<file path="src/rtl/rc5_key_loader_if.sv">
// rc5_key_loader_if: key byte stream, key/L RAM write ports and expander handshake
interface rc5_key_loader_if #(
  parameter int W = 16,
  parameter int B = 16
);
  localparam int B_LENGTH = $clog2(B);
  localparam int C_LENGTH = $clog2(B / (W / 8));
  logic                load;
  logic [7:0]          key_byte;
  logic                key_valid;
  logic                key_ready;
  logic [B_LENGTH-1:0] key_address;
  logic [7:0]          key_data;
  logic                key_we;
  logic [C_LENGTH-1:0] l_address;
  logic [W-1:0]        l_data;
  logic                l_we;
  logic                expander_done;
  logic                start_expander;
  logic                busy;
  modport master (
    output load, key_byte, key_valid, expander_done,
    input  key_ready, key_address, key_data, key_we, l_address, l_data, l_we, start_expander, busy
  );
  modport slave (
    input  load, key_byte, key_valid, expander_done,
    output key_ready, key_address, key_data, key_we, l_address, l_data, l_we, start_expander, busy
  );
endinterface

</file>
<file path="src/rtl/rc5_key_loader.sv">
// rc5_key_loader: streams RC5 key bytes into key RAM and launches the expander; RC5_LPACK_EN also packs L words
module rc5_key_loader #(
  parameter int W = 16,
  parameter int B = 16
) (
  input logic           clk,
  input logic           rst,
  rc5_key_loader_if.slave bus
);
  localparam int B_LENGTH = $clog2(B);
  typedef enum logic [2:0] {IDLE, LOAD, FLUSH, START, WAIT_EXP} state_t;
  state_t state, next;
  logic [B_LENGTH:0] cnt;
  logic accept, last, restart;
  assign accept  = state == LOAD && bus.key_valid && !bus.load;
  assign last    = cnt == (B_LENGTH+1)'(B - 1);
  assign restart = bus.load && (state == IDLE || state == LOAD);
  assign bus.key_ready      = state == LOAD;
  assign bus.start_expander = state == START;
  assign bus.busy           = state != IDLE;
  // state register
  always_ff @(posedge clk)
    state <= rst ? IDLE : next;
  // next-state logic; iLoad restarts a session from IDLE or LOAD, never from the tail states
  always_comb begin
    next = state;
    case (state)
      IDLE:     next = bus.load ? LOAD : IDLE;
      LOAD:     next = bus.load ? LOAD : (accept && last) ? FLUSH : LOAD;
      FLUSH:    next = START;
      START:    next = WAIT_EXP;
      WAIT_EXP: next = bus.expander_done ? IDLE : WAIT_EXP;
      default:  next = IDLE;
    endcase
  end
  // byte counter and registered key RAM write strobe
  always_ff @(posedge clk) begin
    if (rst) begin
      cnt             <= '0;
      bus.key_we      <= 1'b0;
      bus.key_address <= '0;
      bus.key_data    <= '0;
    end else begin
      cnt        <= restart ? '0 : accept ? cnt + 1'b1 : cnt;
      bus.key_we <= accept;
      if (accept) begin
        bus.key_address <= cnt[B_LENGTH-1:0];
        bus.key_data    <= bus.key_byte;
      end
    end
  end
`ifdef RC5_LPACK_EN
  localparam int U        = W / 8;
  localparam int LB       = $clog2(U);
  localparam int C_LENGTH = $clog2(B / U);
  logic [W-1:0]  pack, pack_next;
  logic [LB-1:0] lane;
  assign lane      = cnt[LB-1:0];
  assign pack_next = pack | (W'(bus.key_byte) << {lane, 3'b000});
  // little-endian word packing; a completed word is written alongside its last byte's key write
  always_ff @(posedge clk) begin
    if (rst) begin
      pack          <= '0;
      bus.l_we      <= 1'b0;
      bus.l_address <= '0;
      bus.l_data    <= '0;
    end else begin
      pack     <= restart ? '0 : accept ? (&lane ? '0 : pack_next) : pack;
      bus.l_we <= accept && &lane;
      if (accept && &lane) begin
        bus.l_address <= C_LENGTH'(cnt >> LB);
        bus.l_data    <= pack_next;
      end
    end
  end
`else
  assign bus.l_we      = 1'b0;
  assign bus.l_address = '0;
  assign bus.l_data    = {W{1'b0}};
`endif
endmodule

</file>
<file path="src/flat_wrapper.sv">
// flat-port wrapper written by rule: the top's interface ports become plain ports
module rc5_key_loader_flat 
#(
  parameter int W = 16,
  parameter int B = 16
)
  (clk, rst, bus_load, bus_key_byte, bus_key_valid, bus_expander_done, bus_key_ready, bus_key_address, bus_key_data, bus_key_we, bus_l_address, bus_l_data, bus_l_we, bus_start_expander, bus_busy);
  rc5_key_loader_if #(.W(W), .B(B)) bus_i ();
  input logic clk;
  input logic rst;
  input wire logic [$bits(bus_i.load)-1:0] bus_load;
  input wire logic [$bits(bus_i.key_byte)-1:0] bus_key_byte;
  input wire logic [$bits(bus_i.key_valid)-1:0] bus_key_valid;
  input wire logic [$bits(bus_i.expander_done)-1:0] bus_expander_done;
  output wire logic [$bits(bus_i.key_ready)-1:0] bus_key_ready;
  output wire logic [$bits(bus_i.key_address)-1:0] bus_key_address;
  output wire logic [$bits(bus_i.key_data)-1:0] bus_key_data;
  output wire logic [$bits(bus_i.key_we)-1:0] bus_key_we;
  output wire logic [$bits(bus_i.l_address)-1:0] bus_l_address;
  output wire logic [$bits(bus_i.l_data)-1:0] bus_l_data;
  output wire logic [$bits(bus_i.l_we)-1:0] bus_l_we;
  output wire logic [$bits(bus_i.start_expander)-1:0] bus_start_expander;
  output wire logic [$bits(bus_i.busy)-1:0] bus_busy;
  assign bus_i.load = bus_load;
  assign bus_i.key_byte = bus_key_byte;
  assign bus_i.key_valid = bus_key_valid;
  assign bus_i.expander_done = bus_expander_done;
  assign bus_key_ready = bus_i.key_ready;
  assign bus_key_address = bus_i.key_address;
  assign bus_key_data = bus_i.key_data;
  assign bus_key_we = bus_i.key_we;
  assign bus_l_address = bus_i.l_address;
  assign bus_l_data = bus_i.l_data;
  assign bus_l_we = bus_i.l_we;
  assign bus_start_expander = bus_i.start_expander;
  assign bus_busy = bus_i.busy;
  rc5_key_loader #(.W(W), .B(B)) u_core (.clk(clk), .rst(rst), .bus(bus_i));
endmodule
</file>
<file path="config.mk">
export PLATFORM = sky130hd
export DESIGN_NAME = rc5_key_loader_flat
export DESIGN_NICKNAME = d
export VERILOG_FILES = /design/src/rtl/rc5_key_loader_if.sv /design/src/rtl/rc5_key_loader.sv /design/src/flat_wrapper.sv
export SDC_FILE = /design/constraint.sdc
export NUM_CORES = 1
export LEC_CHECK = 0
export BUFFER_PORTS_ARGS = -buffer_cell sky130_fd_sc_hd__buf_2
export CAP_MARGIN = 40
export CORE_ASPECT_RATIO = 1.25
export CORE_MARGIN = 8
export CORE_UTILIZATION = 48
export CTS_CLUSTER_DIAMETER = 150
export DETAILED_ROUTE_END_ITERATION = 16
export PLACE_DENSITY = 0.9
export SYNTH_ARGS = -nofsm -noshare
export SYNTH_HDL_FRONTEND = slang
export SYNTH_SLANG_ARGS = --single-unit
</file>
<file path="constraint.sdc">
create_clock -name clk -period 3.2 [get_ports clk]
set_input_delay 0.16 -clock clk [delete_from_list [all_inputs] [get_ports clk]]
set_output_delay 0.16 -clock clk [all_outputs]
set_load 0.03 [all_outputs]
</file>
After elaboration in Yosys (flattened, before gate mapping)
Cells that the tools add are included.
Widths: inputs -> output; s select.
{"block": "classes", "addsub": 1, "n_eq_ne": 5, "n_mux": 5, "reduce_logical": 9}
{"operator": "$pmux 3 s5", "count": 1}
{"operator": "$eq 3x2->1 const B", "count": 2}
{"operator": "$mux 3", "count": 2}
{"operator": "$add 5x1->5 const B", "count": 1}
{"operator": "$eq 5x4->1 const B", "count": 1}
{"operator": "$logic_and 1x1->1", "count": 4}
{"operator": "$eq 3x1->1 const B", "count": 1}
{"operator": "$eq 3x3->1 const B", "count": 1}
{"operator": "$logic_not 3->1", "count": 1}
{"operator": "$reduce_bool 3->1", "count": 1}
{"operator": "$mux 2", "count": 1}
{"operator": "$reduce_or 2->1", "count": 1}
{"operator": "$logic_not 1->1", "count": 1}
{"operator": "$logic_or 1x1->1", "count": 1}
{"operator": "$mux 1", "count": 1}
{"block": "word_totals", "ff_bits": 21, "inputBits": 13, "out_inout_bits": 36, "elab_cells": 25}

Longest topological paths before layout
Gate-level depths: netlist (run 1).
{"block": "logic_depth", "depth_word": 7, "depth_mapped": 6}

Worst setup path before layout (run 1)
No wires, ideal clock.
{"block": "synth_path", "path_kind": "register to register", "from": "reg u_core.state[0]", "to": "reg u_core.bus.key_address[0]", "arrival_time_ps": 1403, "setup_slack_ps": 1727, "stages_incl_launch_ff": 7, "n_path_buf": 2, "synth_period_minus_slack_ps": 1473, "path_cell_list": "dfxtp_1 -> or3b_4 -> buf_6 -> clkinv_1 -> buf_4 -> nand3_1 -> a21oi_1"}
{"block": "synth_via", "elab_chain_len": 3}
{"item": "from (decl)", "line_no": "rc5_key_loader.sv:12", "source": "state_t state, next;"}
{"item": "from (signal assigned)", "line_no": "rc5_key_loader.sv:23", "source": "state <= rst ? IDLE : next;"}
{"item": "$eq 3x1->1"}
{"item": "named net bus_key_ready", "line_no": "flat_wrapper.sv:15", "source": "output wire logic [$bits(bus_i.key_ready)-1:0] bus_key_ready;"}
{"item": "$logic_and 1x1->1 (2 in series)", "line_no": "rc5_key_loader.sv:15", "source": "assign accept = state == LOAD && bus.key_valid && !bus.load;"}
{"item": "to (signal assigned)", "line_no": "rc5_key_loader.sv:47", "source": "bus.key_address <= cnt[B_LENGTH-1:0];"}
{"item": "to (decl)", "line_no": "rc5_key_loader_if.sv:27", "source": "output key_ready, key_address, key_data, key_we, l_address, l_data, l_we, start_expander, busy"}
The timed path passes the listed nets, and every way through them passes these cells.
A chain may end at the register's enable or synchronous reset.

Worst setup path after layout (run 1)
{"block": "layout_path", "from": "reg u_core.state[0]", "to": "out bus_key_ready"}
{"block": "layout_via", "elab_chain_len": 1}
{"item": "$eq 3x1->1", "line_no": "rc5_key_loader.sv:18", "source": "assign bus.key_ready = state == LOAD;"}
{"item": "to (decl)", "line_no": "flat_wrapper.sv:15"}
Every way passes these cells.

==> impl_metrics.json, run 1 <==
{
  "outcome": "completed",
  "rrSetupSlack_ns": 1.51,
  "power.net_switching_w": 0.000148,
  "fin_nets": 165,
  "drc": 0,
  "finClkSkew_ns": 0.00634,
  "drv_cap": 0,
  "postLayoutCellArea_um2": 1120,
  "drive_above_1_share": 0.235,
  "post-cts-setup-buffer-count": 0,
  "clockBufferDepth": 2,
  "worstPathArrival_ns": 1.83,
  "reg2reg_from": "u_core.state[0]",
  "synthTopCellsByArea": "dfxtp_1 (40%), buf_4 (15%), a21oi_1 (8.2%)",
  "synth_cell_types": 29,
  "dieArea_um2": 3920,
  "gp_congestion": 0.821,
  "start_util": 0.491,
  "fin_crit_ns": 1.99,
  "synth_edf_count": 0,
  "grt_pass1_vias": 926,
  "finalSetupTns_ns": 0,
  "grt_max_degree": 22,
  "ant_nets": 0,
  "yosysTopAreaCell": "dfxtp_1",
  "diodes": 0,
  "crit_fanout": 21,
  "cts_sinks": 21,
  "die_w_um": 57.6,
  "p_comb_frac": 0.176,
  "first_iter_violations": 30,
  "r2r-end": "u_core.cnt[4]",
  "synth_ff_type": "dfxtp_1",
  "cp-end-kind": "output pin",
  "first_pass_iters": 4,
  "seq_area_frac_synth": 0.404,
  "synth-async-reset-ratio": 0,
  "numPortBuffers": 28,
  "grt_usage": 0.119,
  "wire_per_inst_um": 13.4,
  "cts_buffers": 3,
  "netlist.area_leader.share": 0.404,
  "core_area_um2": 2120,
  "power_w": 0.000476,
  "min_to": "u_core.bus.key_data[1]",
  "cellLeakagePower_nw": 0.495,
  "p_sw_frac": 0.310,
  "wirelength_mm": 2.28,
  "clk_latency_ns": 0.30,
  "fin_crit_sh": 0.623,
  "avgSynthCellArea_um2": 8.32,
  "hold_viol_final": 0,
  "ioPinCount": 49,
  "whs_path_depth": 3,
  "cts-resized-gates": 0,
  "syn-cell-area_um2": 1040,
  "rows": 19,
  "vias": 920,
  "worstMarginPinSlew_ns": 0.514,
  "grt_pass1_wl_mm": 3.80,
  "synth_seq_cells": 21,
  "worst_slack_ns": 1.21,
  "setup_violations": 0,
  "postCtsHoldBufs": 0,
  "crit_required_ns": 3.04,
  "holdCritPathClass": "in2reg",
  "p_clk_frac": 0.260,
  "vdd_drop_max_uv": 385,
  "grt_overflow": 0,
  "die_height_um": 68.0,
  "rsz0062_at_grt": "no",
  "dp_slack_ns": 1.55,
  "synth_warnings": 0,
  "place_area_um2": 1090,
  "critPathLaunchType": "flop",
  "power_frac_seq": 0.564,
  "fillers": 214,
  "area_growth_pct": 7.70,
  "slew_violations": 0,
  "hold_start": "bus_key_byte[1]",
  "routed_via_density": 5.41,
  "power.density_nw_per_um2": 425,
  "intPower_w": 0.000328,
  "clk_pin_slew_ns": 0.11,
  "cts_tree": "built",
  "reg2regPathDepth": 4,
  "fmax_mhz": 501,
  "htree_levels": 1,
  "relSlewSlack": 0.657,
  "antenna_found_initial": 0,
  "synth_cells": 125,
  "hpwl_mm": 1.76,
  "cts_root_buf": "clkbuf_4",
  "crit_type": "reg2out"
}
-- logic make-up after synthesis --
group | Yosys count | synth area share
compound gates | 38 | 0.202
simple gates | 32 | 0.170
buf+inv | 31 | 0.196
flops | 21 | 0.404
fa+ha+maj | 2 | 0.0241
other cells | 1 | 0.00361
-- placed cells by master (no fill, tap or decap), drive strengths merged, types with 2 or more instances in the layout --
cell / Yosys / layout
nor3: 3 / 3
nand3: 14 / 14
nor2: 2 / 2
o21ai: 15 / 15
nand2: 3 / 3
clkinv: 1 / 2
a21oi: 17 / 17
ha: 2 / 2
or3: 2 / 2
dfxtp: 21 / 21
buf: 23 / 29
clkbuf: 5 / 3
inv: 2 / 2
and3: 2 / 2
conb: 1 / 20
-- final cells by class --
| cell class | count | area (µm²) | area share |
|---|---|---|---|
| clock inverters | 1 | 5.00 | 0.00447 |
| well taps | 21 | 26.3 | 0.0235 |
| repair buffers | 29 | 148 | 0.132 |
| flip-flops and latches | 21 | 420 | 0.375 |
| inverters | 3 | 11.3 | 0.0101 |
| clock buffers | 3 | 22.5 | 0.0201 |
| multi-input cells | 92 | 487 | 0.435 |
-- critical path, cell delays in order (launching register included) --
cell and delay, ns:
dfxtp_1 0.45, or3b_4 0.52, clkinv_1 0.30, buf_2 0.27
-- how the worst max path moves through the flow --
| stage | startpoint | end | slack, ns |
|---|---|---|---|
| 6_report | u_core.state[0] | bus_key_ready | 1.21 |
| 5_1_grt | u_core.state[1] | bus_key_ready | 1.06 |
| 3_5_place_dp | u_core.state[0] | u_core.cnt[4] | 1.55 |
| 4_1_cts | u_core.state[0] | bus_key_ready | 1.21 |
| 2_1_floorplan | u_core.state[0] | u_core.bus.key_address[0] | 1.73 |
| 3_3_place_gp | u_core.state[0] | u_core.cnt[3] | 1.61 |
-- Yosys cell counts (all sizes together) (2+ instances only) --
master and instances:
nor2 2, dfxtp 21, buf 23, a21oi 17, nand2 3, ha 2, or3 2, and3 2
o21ai 15, inv 2, clkbuf 5, nand3 14, nor3 3
-- registers in the layout (all words and copies together) (netlist names) --
name	cells
u_core.bus.key_address	4
u_core.bus.key_data	8
u_core.cnt	5
u_core.bus.key_we	1
u_core.state	3
-- routing by layer --
| metal | part of all wire | up-vias | GRT usage |
|---|---|---|---|
| li1 | - | 449 | - |
| met1 | 0.39 | 428 | 0.122 |
| met2 | 0.50 | 40 | 0.220 |
| met3 | 0.095 | 3 | 0.0470 |
| met4 | 0.0092 | 0 | 0.0376 |
| met5 | 0 | - | 0 |
-- power by group through the flow --
| stage | Combinational (W) | Clock, W | Sequential [W] |
|---|---|---|---|
| finish | 0.0000837 | 0.000124 | 0.000269 |
| global route | 0.0000904 | 0.000138 | 0.000269 |
| CTS | 0.0000828 | 0.000128 | 0.000269 |
| detailed placement | 0.0000825 | 0 | 0.000275 |
| global placement | 0.0000797 | 0 | 0.000274 |
| floorplan | 0.0000801 | 0 | 0.000280 |
-- metrics by stage --
step,hold WS [ns],cells,utilization
final,0.0936,170,0.529
after global routing,0.0869,170,0.529
after CTS,0.0902,170,0.529
after detailed placement,0.421,166,0.516
after global placement,0.414,165,0.513
after floorplan,0.308,144,-
(Power assumes the default switching activity.)
==> inputs of run 2 (changes only) <==
--- a/config.mk
+++ b/config.mk
@@ -9,10 +9,10 @@
 export CAP_MARGIN = 40
 export CORE_ASPECT_RATIO = 1.25
 export CORE_MARGIN = 8
-export CORE_UTILIZATION = 48
+export CORE_UTILIZATION = 45
 export CTS_CLUSTER_DIAMETER = 150
 export DETAILED_ROUTE_END_ITERATION = 16
-export PLACE_DENSITY = 0.9
+export PLACE_DENSITY = 0.86
 export SYNTH_ARGS = -nofsm -noshare
 export SYNTH_HDL_FRONTEND = slang
 export SYNTH_SLANG_ARGS = --single-unit
==> constraint.sdc (replaced) <==
create_clock -name clk -period 2 [get_ports clk]
set_input_delay 0.1 -clock clk [delete_from_list [all_inputs] [get_ports clk]]
set_output_delay 0.1 -clock clk [all_outputs]
set_load 0.03 [all_outputs]
==> run 2 against run 1 <==
  * Combinational power is 61% higher
  * Count of clock-buffer cells in the layout did not move
  * Clock skew down 0.0042 ns
  * Highest routed layer unchanged
  * Non-clock buffer count unchanged
  * Critical path depth unchanged
  * Flip-flop and latch count unchanged
  * Register-to-register slack lost 1.2 ns
  * Setup slack worse by 1.1 ns
==> impl_metrics.json, run 2 (synthesis results as in run 1) <==
{
  "outcome": "completed",
  "holdCritPathClass": "in2reg",
  "diodes": 0,
  "relSlewSlack": 0.635,
  "first_pass_iters": 4,
  "reg.largest.list": "u_core.bus.key_data: 8 flops, u_core.cnt: 5 flops, u_core.bus.key_address: 4 flops",
  "crit_type": "reg2out",
  "clk_pin_slew_ns": 0.11,
  "whs_path_depth": 3,
  "ant_nets": 0,
  "rows": 19,
  "grt_usage": 0.112,
  "grt_overflow": 0,
  "postCtsHoldBufs": 0,
  "cellLeakagePower_nw": 0.493,
  "largest_register_ffs": 8,
  "crit_required_ns": 1.90,
  "antenna_found_initial": 0,
  "dp_slack_ns": 0.337,
  "worstPathArrival_ns": 1.75,
  "clk_latency_ns": 0.29,
  "grt_pass1_wl_mm": 3.79,
  "cp-end-kind": "output pin",
  "grt_pass1_vias": 904,
  "wire_per_inst_um": 13.4,
  "fmax_mhz": 541,
  "vias": 909,
  "hold_viol_final": 0,
  "slew_violations": 0,
  "finalSetupTns_ns": 0,
  "regMostFlops": "u_core.bus.key_data",
  "hpwl_mm": 1.82,
  "fin_nets": 165,
  "final_common_cell": "buf_2",
  "fillers": 217,
  "reg2regPathDepth": 3,
  "gp_congestion": 0.764,
  "worstMarginPinSlew_ns": 0.547,
  "register_area_um2": 420,
  "crit_cells": 3,
  "vdd_drop_max_uv": 415,
  "die_w_um": 59.0,
  "fin_crit_sh": 0.924,
  "final_util": 0.519,
  "cts_tree": "built",
  "core_area_um2": 2190,
  "clockBufferDepth": 2,
  "setup_violations": 0,
  "fin_crit_ns": 1.85,
  "htree_levels": 1,
  "critPathLaunchType": "flop",
  "rsz0062_at_grt": "no",
  "cts_root_buf": "clkbuf_4",
  "first_iter_violations": 22,
  "numPortBuffers": 28,
  "grt_max_degree": 22,
  "multi_input_area_um2": 487,
  "path_delay_family": "simple AND/OR/NAND/NOR gates",
  "cts_sinks": 21,
  "ioPinCount": 49,
  "finClkSkew_ns": 0.00214,
  "post-cts-setup-buffer-count": 0,
  "cts_buffers": 3,
  "crit_fanout": 21,
  "final_cell_mix": "buf_2 (28), dfxtp_1 (21), conb_1 (20)",
  "path_cells": "or3b_4 -> clkinvlp_4 -> buf_2",
  "routed_via_density": 5.05,
  "power.density_nw_per_um2": 667,
  "worst_slack_ns": 0.153,
  "drc": 0,
  "slowest_delay_ns": 0.52,
  "wirelength_mm": 2.41,
  "area_growth_pct": 9.27,
  "crit_buf_inv": 2,
  "drive_above_1_share": 0.242,
  "drv_cap": 0,
  "crit_slowest_cell": "or3b_4",
  "start_util": 0.475,
  "dieArea_um2": 4110,
  "die_height_um": 69.7
}
run 2: cell count changes in the layout (fill, tap and decap cells not counted):
cell,delta
clkinvlp_4,+1
clkinv_1,-1
run 2: tightest hold or removal path: cells and delay by family:
family,cells,cell delay [ns]
AO/OA/AOI/OAI,1,0.05
buffers and inverters,1,0.09
AND/OR/NAND/NOR,1,0.05
run 2: path summary, 6_finish.rpt:
check / startpoint / endpoint / slack [ns]
worst max register to register: u_core.state[0] / u_core.cnt[3] / 0.34
worst max-delay path: u_core.state[0] / bus_key_ready / 0.15
worst min-delay path: bus_key_byte[0] / u_core.bus.key_data[0] / 0.04
worst min register to register: u_core.bus.key_data[6] / u_core.bus.key_data[6] / 0.48
run 2: through the flow:
step,std cells,hold WS [ns],total power (W),instance area [µm²]
6_report,180,0.0432,0.000758,1140
5_1_grt,180,0.0360,0.000795,1140
4_1_cts,180,0.0386,0.000765,1130
3_5_place_dp,176,0.361,0.000571,1100
3_3_place_gp,176,0.356,0.000568,1100
2_1_floorplan,144,0.248,0.000576,1110
run 2: timing repair:
action,4_1_cts,5_1_grt
endpoints found under the setup margin,0,1
hold endpoints to repair,0,0
gates resized for setup,0,1
run 2: layout make-up:
cell class / count / share of cell area
Clock buffer: 3 / 0.0198
Clock inverter: 1 / 0.00441
Inverter: 3 / 0.0132
Multi-Input combinational cell: 92 / 0.428
Sequential cell: 21 / 0.370
Tap cell: 31 / 0.0341
Timing Repair Buffer: 29 / 0.130
run 2: report_power, final:
group	leakage [nW]	internal, W	switching, W
Sequential	0.170	0.000425	0.00000460
Clock	0.0177	0.0000743	0.000119
Combinational	0.305	0.0000263	0.000109
Total	0.493	0.000526	0.000232
run 2: per-layer routing:
layer,vias to the layer above,part of all wire,global-route usage
met5,-,0,0
met3,10,0.072,0.0297
met4,0,0.026,0.0613
li1,446,-,-
met2,34,0.53,0.203
met1,419,0.38,0.107
==> inputs of run 3 (changes only) <==
--- a/config.mk
+++ b/config.mk
@@ -5,14 +5,14 @@
 export SDC_FILE = /design/constraint.sdc
 export NUM_CORES = 1
 export LEC_CHECK = 0
-export BUFFER_PORTS_ARGS = -buffer_cell sky130_fd_sc_hd__buf_2
 export CAP_MARGIN = 40
 export CORE_ASPECT_RATIO = 1.25
 export CORE_MARGIN = 8
-export CORE_UTILIZATION = 45
+export CORE_UTILIZATION = 55
 export CTS_CLUSTER_DIAMETER = 150
 export DETAILED_ROUTE_END_ITERATION = 16
-export PLACE_DENSITY = 0.86
+export DONT_BUFFER_PORTS = 1
+export PLACE_DENSITY = 0.78
 export SYNTH_ARGS = -nofsm -noshare
 export SYNTH_HDL_FRONTEND = slang
 export SYNTH_SLANG_ARGS = --single-unit
==> run 3 against run 2 <==
  * Fmax is 1.5% lower
  * Cell count fell by 16%
  * Largest power group unchanged
  * Setup slack lost 0.028 ns
  * Core utilization grew 9.8 points
  * Hold slack got worse by 0.014 ns
  * Clock skew fell by 0.00058 ns
  * Routed wire length increased by 0.83%
  * Sequential share of layout area increased by 1.6 points
  * Critical path depth grew 1
  * Global-route usage grew 2.7 points
  * Via count down 5.1%
  * Sequential power rose by 2%
==> impl_metrics.json, run 3 (synthesis results as in run 1) <==
{
  "crit_cells": 4,
  "crit_slowest_cell": "or3b_4",
  "diodes": 0,
  "setup_violations": 0,
  "die_w_um": 54.9,
  "grt_pass1_vias": 934,
  "fin_crit_sh": 0.938,
  "reg.largest.list": "u_core.bus.key_data: 8 flops, u_core.cnt: 5 flops, u_core.bus.key_address: 4 flops",
  "core_area_um2": 1770,
  "regMostFlops": "u_core.bus.key_data",
  "post-cts-setup-buffer-count": 0,
  "cts_buffers": 3,
  "power.density_nw_per_um2": 707,
  "postLayoutCellArea_um2": 1090,
  "final_cell_mix": "dfxtp_1 (21), conb_1 (20), a21oi_1 (17)",
  "numPortBuffers": 0,
  "grt_max_degree": 22,
  "clk_pin_slew_ns": 0.12,
  "cts_tree": "built",
  "final_util": 0.617,
  "cp-end-kind": "output pin",
  "outcome": "completed",
  "final_common_cell": "dfxtp_1",
  "fin_cells": 152,
  "clockBufferDepth": 2,
  "start_util": 0.589,
  "dp.cells": 139,
  "holdCritPathClass": "in2reg",
  "slowest_delay_ns": 0.51,
  "fin_nets": 149,
  "place_area_um2": 972,
  "reg2reg_from": "u_core.state[0]",
  "register_area_um2": 420,
  "relSlewSlack": 0.629,
  "grt_usage": 0.139,
  "largest_register_ffs": 8,
  "worstMarginPinSlew_ns": 0.555,
  "worstSetupEndpoint": "bus_key_ready",
  "htree_levels": 1,
  "cellLeakagePower_nw": 0.414,
  "area_growth_pct": 4.81,
  "hold_viol_final": 0,
  "ioPinCount": 49,
  "path_cells": "or3b_4 -> clkinv_1 -> buf_4 -> buf_4",
  "die_height_um": 64.6,
  "fillers": 153,
  "fmax_mhz": 533,
  "fin_crit_ns": 1.88,
  "crit_required_ns": 1.90,
  "clk_latency_ns": 0.31,
  "finalSetupTns_ns": 0,
  "reg2regPathDepth": 3,
  "vias": 863,
  "worstPathArrival_ns": 1.78,
  "hpwl_mm": 1.69,
  "grt_pass1_wl_mm": 3.89,
  "crit_path_start": "u_core.state[0]",
  "first_iter_violations": 15,
  "vdd_drop_max_uv": 472,
  "rows": 17,
  "drc": 0,
  "cpMostUsedCell": "buf_4",
  "antenna_found_initial": 0,
  "critPathLaunchType": "flop",
  "path_delay_family": "buffers and inverters",
  "crit_buf_inv": 3,
  "crit_type": "reg2out",
  "crit_fanout": 21,
  "finClkSkew_ns": 0.00156,
  "gp_congestion": 0.792,
  "routed_via_density": 5.68,
  "rrSetupSlack_ns": 0.34,
  "wire_per_inst_um": 16.0,
  "slew_violations": 0,
  "cts_sinks": 21,
  "grt_overflow": 0,
  "wirelength_mm": 2.43,
  "drive_above_1_share": 0.0752,
  "first_pass_iters": 4,
  "ant_nets": 0,
  "dieArea_um2": 3550,
  "cts_root_buf": "clkbuf_4",
  "multi_input_area_um2": 487,
  "r2r-end": "u_core.cnt[3]",
  "drv_cap": 0,
  "rsz0062_at_grt": "no"
}
==> run 3: worst min path at each step <==
stage | start | to | slack (ns) | depth (start not counted)
2_1_floorplan | bus_key_byte[0] | u_core.bus.key_data[0] | 0.25 | 2
3_3_place_gp | rst | u_core.bus.key_data[7] | 0.17 | 1
3_5_place_dp | rst | u_core.bus.key_data[5] | 0.17 | 1
4_1_cts | bus_expander_done | u_core.state[2] | 0.03 | 2
5_1_grt | bus_expander_done | u_core.state[2] | 0.04 | 2
6_report | bus_expander_done | u_core.state[2] | 0.03 | 2
==> run 3: layout make-up <==
cell class / instances / area share
well taps: 19 / 0.0218
flip-flops and latches: 21 / 0.386
inverters: 3 / 0.0103
repair buffers: 13 / 0.110
clock inverters: 1 / 0.00459
clock buffers: 3 / 0.0207
multi-input cells: 92 / 0.447
==> run 3: repair_timing <==
item                                   CTS  global route
hold buffers                             9             0
resized for setup                        0             0
endpoints found under the hold margin   16             0
==> run 3: power breakdown <==
group / total (W) / switching [W] / internal (W)
sequential: 0.000440 / 0.0000151 / 0.000425
combinational: 0.000123 / 0.0000951 / 0.0000280
clock: 0.000207 / 0.000132 / 0.0000748
==> run 3: stage by stage <==
stage	setup slack (ns)	hold slack (ns)	power, W
floorplan	0.527	0.248	0.000576
global placement	0.414	0.173	0.000550
detailed placement	0.363	0.174	0.000552
CTS	0.128	0.0274	0.000773
global route	0.0340	0.0391	0.000793
finish	0.125	0.0295	0.000771
==> run 3: metal layers <==
layer,part of all wire,up-vias,track usage
met5,0,-,0
met4,0.018,0,0.0723
met3,0.12,5,0.0571
met2,0.51,35,0.247
met1,0.35,407,0.125
li1,-,416,-
